$ cat config.mk
export PLATFORM = sky130hd
export DESIGN_NAME = cache_miss_fill_fsm
export DESIGN_NICKNAME = d
export VERILOG_FILES = /design/src/rtl/cache_miss_fill_fsm.sv
export SDC_FILE = /design/constraint.sdc
export NUM_CORES = 1
export LEC_CHECK = 0
export CORE_ASPECT_RATIO = 1.75
export CORE_UTILIZATION = 30
export DETAILED_ROUTE_END_ITERATION = 10
export PLACE_DENSITY_LB_ADDON = 0.08
export SLEW_MARGIN = 20
export SYNTH_ARGS = -nofsm -noshare
export SYNTH_HDL_FRONTEND = slang
export SYNTH_SLANG_ARGS = --single-unit
$ cat constraint.sdc
create_clock -name clk -period 2.1 [get_ports clk]
set_clock_uncertainty 0.05 [all_clocks]
set_input_delay 0.525 -clock clk [delete_from_list [all_inputs] [get_ports clk]]
set_output_delay 0.525 -clock clk [all_outputs]
set_load 0.02 [all_outputs]
$ cat src/rtl/cache_miss_fill_fsm.sv
// rtl/cache_miss_fill_fsm.sv - L1 miss handler: fetches an 8-word block into the victim way, then rewrites both ways' metadata
`timescale 1ns/1ps
module cache_miss_fill_fsm #(
  parameter int NUM_WORDS = 8,
  parameter int TAG_W     = 6
) (
  input  logic        clk,
  input  logic        rst,
  input  logic        miss_detected,
  input  logic [15:0] miss_addr,
  input  logic        victim_way,
  input  logic [7:0]  other_meta,
  input  logic [15:0] mem_data_in,
  input  logic        mem_data_valid,
  output logic        mem_en,
  output logic [15:0] mem_addr,
  output logic [15:0] cache_data,
  output logic        dataWE,
  output logic        metaWE,
  output logic [7:0]  WordEnable,
  output logic [63:0] blockSelect,
  output logic        write0,
  output logic        write1,
  output logic [7:0]  tag_out,
  output logic        miss,
  output logic        fsm_busy,
  output logic        done
);

  typedef enum logic [2:0] {IDLE, FILL, META_V, META_O, DONE} stateT;

  localparam logic [3:0] WORDS = 4'(NUM_WORDS);

  stateT            stateQ, stateD;
  logic [3:0]       issueCnt, issueCntD;
  logic [3:0]       recvCnt, recvCntD;
  logic [TAG_W-1:0] tagQ, tagD;
  logic [5:0]       indexQ, indexD;
  logic             victimQ, victimD;
  logic [6:0]       otherMetaQ, otherMetaD;  // {valid, tag}; the stored LRU bit is always rewritten

  logic unusedBits;
  assign unusedBits = ^{miss_addr[3:0], other_meta[6]};

  always_ff @(posedge clk or negedge rst) begin
    if (!rst) begin
      stateQ     <= IDLE;
      issueCnt   <= '0;
      recvCnt    <= '0;
      tagQ       <= '0;
      indexQ     <= '0;
      victimQ    <= 1'b0;
      otherMetaQ <= '0;
    end else begin
      stateQ     <= stateD;
      issueCnt   <= issueCntD;
      recvCnt    <= recvCntD;
      tagQ       <= tagD;
      indexQ     <= indexD;
      victimQ    <= victimD;
      otherMetaQ <= otherMetaD;
    end
  end

  always_comb begin
    stateD      = stateQ;
    issueCntD   = issueCnt;
    recvCntD    = recvCnt;
    tagD        = tagQ;
    indexD      = indexQ;
    victimD     = victimQ;
    otherMetaD  = otherMetaQ;
    mem_en      = 1'b0;
    mem_addr    = '0;
    cache_data  = '0;
    dataWE      = 1'b0;
    metaWE      = 1'b0;
    WordEnable  = '0;
    blockSelect = '0;
    write0      = 1'b0;
    write1      = 1'b0;
    tag_out     = '0;
    miss        = 1'b0;
    fsm_busy    = 1'b0;
    done        = 1'b0;

    if (stateQ != IDLE) begin
      miss        = 1'b1;
      fsm_busy    = 1'b1;
      blockSelect = 64'(1) << indexQ;
    end

    case (stateQ)
      IDLE: begin
        issueCntD = '0;
        recvCntD  = '0;
        if (miss_detected) begin
          tagD       = miss_addr[15 -: TAG_W];
          indexD     = miss_addr[9:4];
          victimD    = victim_way;
          otherMetaD = {other_meta[7], other_meta[5:0]};
          stateD     = FILL;
        end
      end
      FILL: begin
        // Requests stream out one per cycle; returns are written as they arrive.
        if (issueCnt < WORDS) begin
          mem_en    = 1'b1;
          mem_addr  = {tagQ, indexQ, issueCnt[2:0], 1'b0};
          issueCntD = issueCnt + 4'd1;
        end
        if (mem_data_valid && (recvCnt < WORDS)) begin
          cache_data = mem_data_in;
          dataWE     = 1'b1;
          WordEnable = 8'(1) << recvCnt[2:0];
          write0     = ~victimQ;
          write1     = victimQ;
          recvCntD   = recvCnt + 4'd1;
          if (recvCnt == WORDS - 4'd1) stateD = META_V;
        end
      end
      META_V: begin
        metaWE  = 1'b1;
        write0  = ~victimQ;
        write1  = victimQ;
        tag_out = {1'b1, 1'b0, tagQ};
        stateD  = META_O;
      end
      META_O: begin
        metaWE  = 1'b1;
        write0  = victimQ;
        write1  = ~victimQ;
        tag_out = {otherMetaQ[6], 1'b1, otherMetaQ[5:0]};
        stateD  = DONE;
      end
      DONE: begin
        done   = 1'b1;
        stateD = IDLE;
      end
      default: stateD = IDLE;
    endcase
  end

endmodule

==> flow_metrics.py <==
metrics = {
    "run_status": {
        "outcome": "finished with violations",
        "failed_checks": "negative setup slack",
    },
    "layout": {
        "antenna_cells": 0,
        "fillers": 631,
        "syn2layout_area_growth_pct": 113.7,
        "final_cell_mix": "buf_4 (93), buf_6 (78), nor2_1 (57), clkdlybuf4s50_1 (38), dfrtp_1 (31)",
        "final_common_cell": "buf_4",
        "nets": 557,
        "stdcell_count": 590,
        "multi_input_area_mm2": 0.001609,
        "seqCellArea_um2": 775.7,
        "drive_gt1_frac": 0.5417,
    },
    "global_route": {
        "use_met2": 0.4191,
        "gr-usage-met3": 0.03779,
        "grt-busiest-layer": "met2",
        "grt_pass1_vias": 2701,
        "grt_overflow": 0,
        "grt_pass1_wl_um": 12790,
        "grt_antenna_before_repair": 0,
        "grt_max_degree": 32,
        "use_met1": 0.1871,
        "grt_usage": 0.2081,
    },
    "floorplan": {
        "initial_core_util": 0.3152,
        "dieArea_mm2": 0.008021,
        "coreArea_mm2": 0.007284,
        "fp.dieW_um": 68.13,
        "ios": 165,
        "rows": 41,
        "die_y_um": 117.7,
    },
    "route": {
        "routed_wl_um": 8580,
        "wire_per_inst_um": 14.54,
        "drt_iter0_markers": 41,
        "firstDrtPassIters": 4,
        "via_per_inst": 4.758,
        "drc": 0,
        "ant_nets": 0,
        "vias": 2807,
    },
    "cts": {
        "cts_made_buffers": 5,
        "clk_path_buf_depth": 2,
        "clk_latency_ns": 0.27,
        "cts.sinks": 31,
        "htree_levels": 2,
        "cts_tree": "built",
        "clk_pin_slew_ns": 0.05,
        "ctsRootBufferMaster": "clkbuf_16",
    },
    "yosys": {
        "synth_top_area_frac": 0.3379,
        "async_flop_share": 1.000,
        "synthFlopType": "dfrtp_1",
        "synth_edf_count": 0,
        "yosysSeqAreaShare": 0.3379,
        "synthTopCellsByArea": "dfrtp_1 (34%), nor2_1 (13%), and2_1 (10%), mux2_1 (7.8%), ha_1 (3.8%)",
        "yosys.area.top_type": "dfrtp_1",
        "ys_seq_elements": 31,
        "ys_warn_count": 0,
        "synth.avg_cell_area_um2": 8.259,
        "syn_inst": 278,
        "synth.distinct_cells": 43,
        "synth_nets": 330,
        "synth_area_mm2": 0.002296,
    },
    "setup_path": {
        "crit_family": "simple AND/OR/NAND/NOR gates",
        "worstSetupStartpointType": "flop",
        "cp_max_fo": 5,
        "slowest_delay_ns": 0.44,
        "r2r-start": "stateQ[2]$_DFFE_PN0P_",
        "setup.worst_path.start": "stateQ[2]$_DFFE_PN0P_",
        "cp-end-kind": "primary output",
        "path_class": "flop to primary output",
        "critPathBufInv": 3,
        "crit_arrival_ns": 1.82,
        "required_ns": 1.52,
        "crit_path_top_delay_cell": "or3b_4",
        "crit_top_cell": "buf_6",
        "crit_chain": "or3b_4, nor2_4, buf_4, buf_6, and2_4, buf_6",
    },
    "power_and_ir_drop": {
        "p_leak_nw": 2.365,
        "powerDensity_mw_per_mm2": 1302,
        "peakVddDrop_v": 0.0009113,
    },
    "sta": {
        "setup_viol": 107,
        "setup_slack_ns": -0.2920,
        "fin_crit_sh": 1.139,
        "finalSetupTns_ns": -17.84,
        "rsz0062_at_grt": "yes",
        "final_max_slew_viol_count": 0,
        "max_freq_mhz": 418.1,
        "hold_viol": 0,
        "finalCriticalPeriod_ns": 2.392,
    },
    "worst_hold_path": {
        "holdCritStartpoint": "otherMetaQ[4]$_DFFE_PN0P_",
        "worstHoldPathType": "flop to flop",
    },
    "place": {
        "post-place-ws_ns": -0.7900,
        "numPortBuffers": 158,
        "dp.cells": 545,
        "dp_hpwl_um": 6285,
        "gp_congestion": 0.7947,
    },
    "job": {
        "maxCapViolCount": 0,
    },
}
[Yosys cell counts, types with 3 or more instances]
master    count
nor2_1       78
and2_1       38
dfrtp_1      31
mux2_1       16
nand2_1      12
buf_2         8
buf_4         8
ha_1          7
mux2i_1       7
nand3_1       7
clkbuf_1      5
nor2b_1       5
inv_1         4
mux2_2        4
nand2b_1      4
and3_1        3
nor3b_1       3
o21ai_0       3
or3_1         3
[area by class of cell]
cell class                      instances  area share
Clock buffer                            6     0.02627
Inverter                                6    0.004591
Multi-Input combinational cell        220      0.3280
Sequential cell                        31      0.1581
Tap cell                               86     0.02193
Timing Repair Buffer                  241      0.4611
[power breakdown]
part / internal (W) / total (W) / switching (W)
Combinational: 0.00252 / 0.00463 / 0.00211
Clock: 0.000425 / 0.000663 / 0.000238
Sequential: 0.000868 / 0.00110 / 0.000228
Total: 0.00381 / 0.00639 / 0.00257
[per-stage QoR]
| step | area, µm² | power [W] | util | hold WS (ns) |
|---|---|---|---|---|
| floorplan | 2296 | 0.002894 | - | 0.1794 |
| global placement | 4232 | 0.004470 | 0.5809 | 0.4221 |
| detailed placement | 4232 | 0.004517 | 0.5809 | 0.4291 |
| CTS | 4643 | 0.006041 | 0.6374 | 0.4411 |
| global route | 4906 | 0.006759 | 0.6735 | 0.4606 |
| finish | 4906 | 0.006386 | 0.6735 | 0.4351 |
[cell families after synthesis]
kind of cell,count (synthesis),synth area share
AOI/OAI and AO/OA,18,0.05995
buffers and inverters,27,0.06158
adders and majority gates,7,0.03815
and+or+nand+nor,166,0.3684
DFF,31,0.3379
xor gates and xnor gates,1,0.003815
other,1,0.001633
muxes,27,0.1286
[worst paths after layout]
check,to,slack [ns],depth (start not counted)
min in group asynchronous,issueCnt[2]$_DFFE_PN0P_,0.60,2
setup reg to reg,tagQ[0]$_DFFE_PN0P_,0.32,6
hold reg to reg,otherMetaQ[4]$_DFFE_PN0P_,0.44,1
setup / recovery,mem_addr[12],-0.29,6
hold / removal,otherMetaQ[4]$_DFFE_PN0P_,0.44,1
max in group asynchronous,otherMetaQ[1]$_DFFE_PN0P_,1.09,2
[flip-flops by register name, summed over array words and instances (netlist names)]
name and count:
otherMetaQ 7, indexQ 6, tagQ 6, issueCnt 4
recvCnt 4, stateQ 3, victimQ 1
[metal layers]
metal  part of all wire  vias to the layer above  wire (µm)
li1                   -                     1362          -
met1               0.33                     1322       2790
met2               0.58                      113       4989
met3              0.078                       10        666
met4              0.016                        0        133
met5                  0                        -          0
[repair_timing]
action                                  in CTS  in global routing
pin swaps                                   15                 10
buffers inserted                            31                  7
hold endpoints to repair                     0                  0
resized for setup                          652                 63
endpoints found under the setup margin     119                116
gates cloned                                 1                  1
hold buffers                                 0                  0
Note: power is estimated with default switching activity, not from simulation.
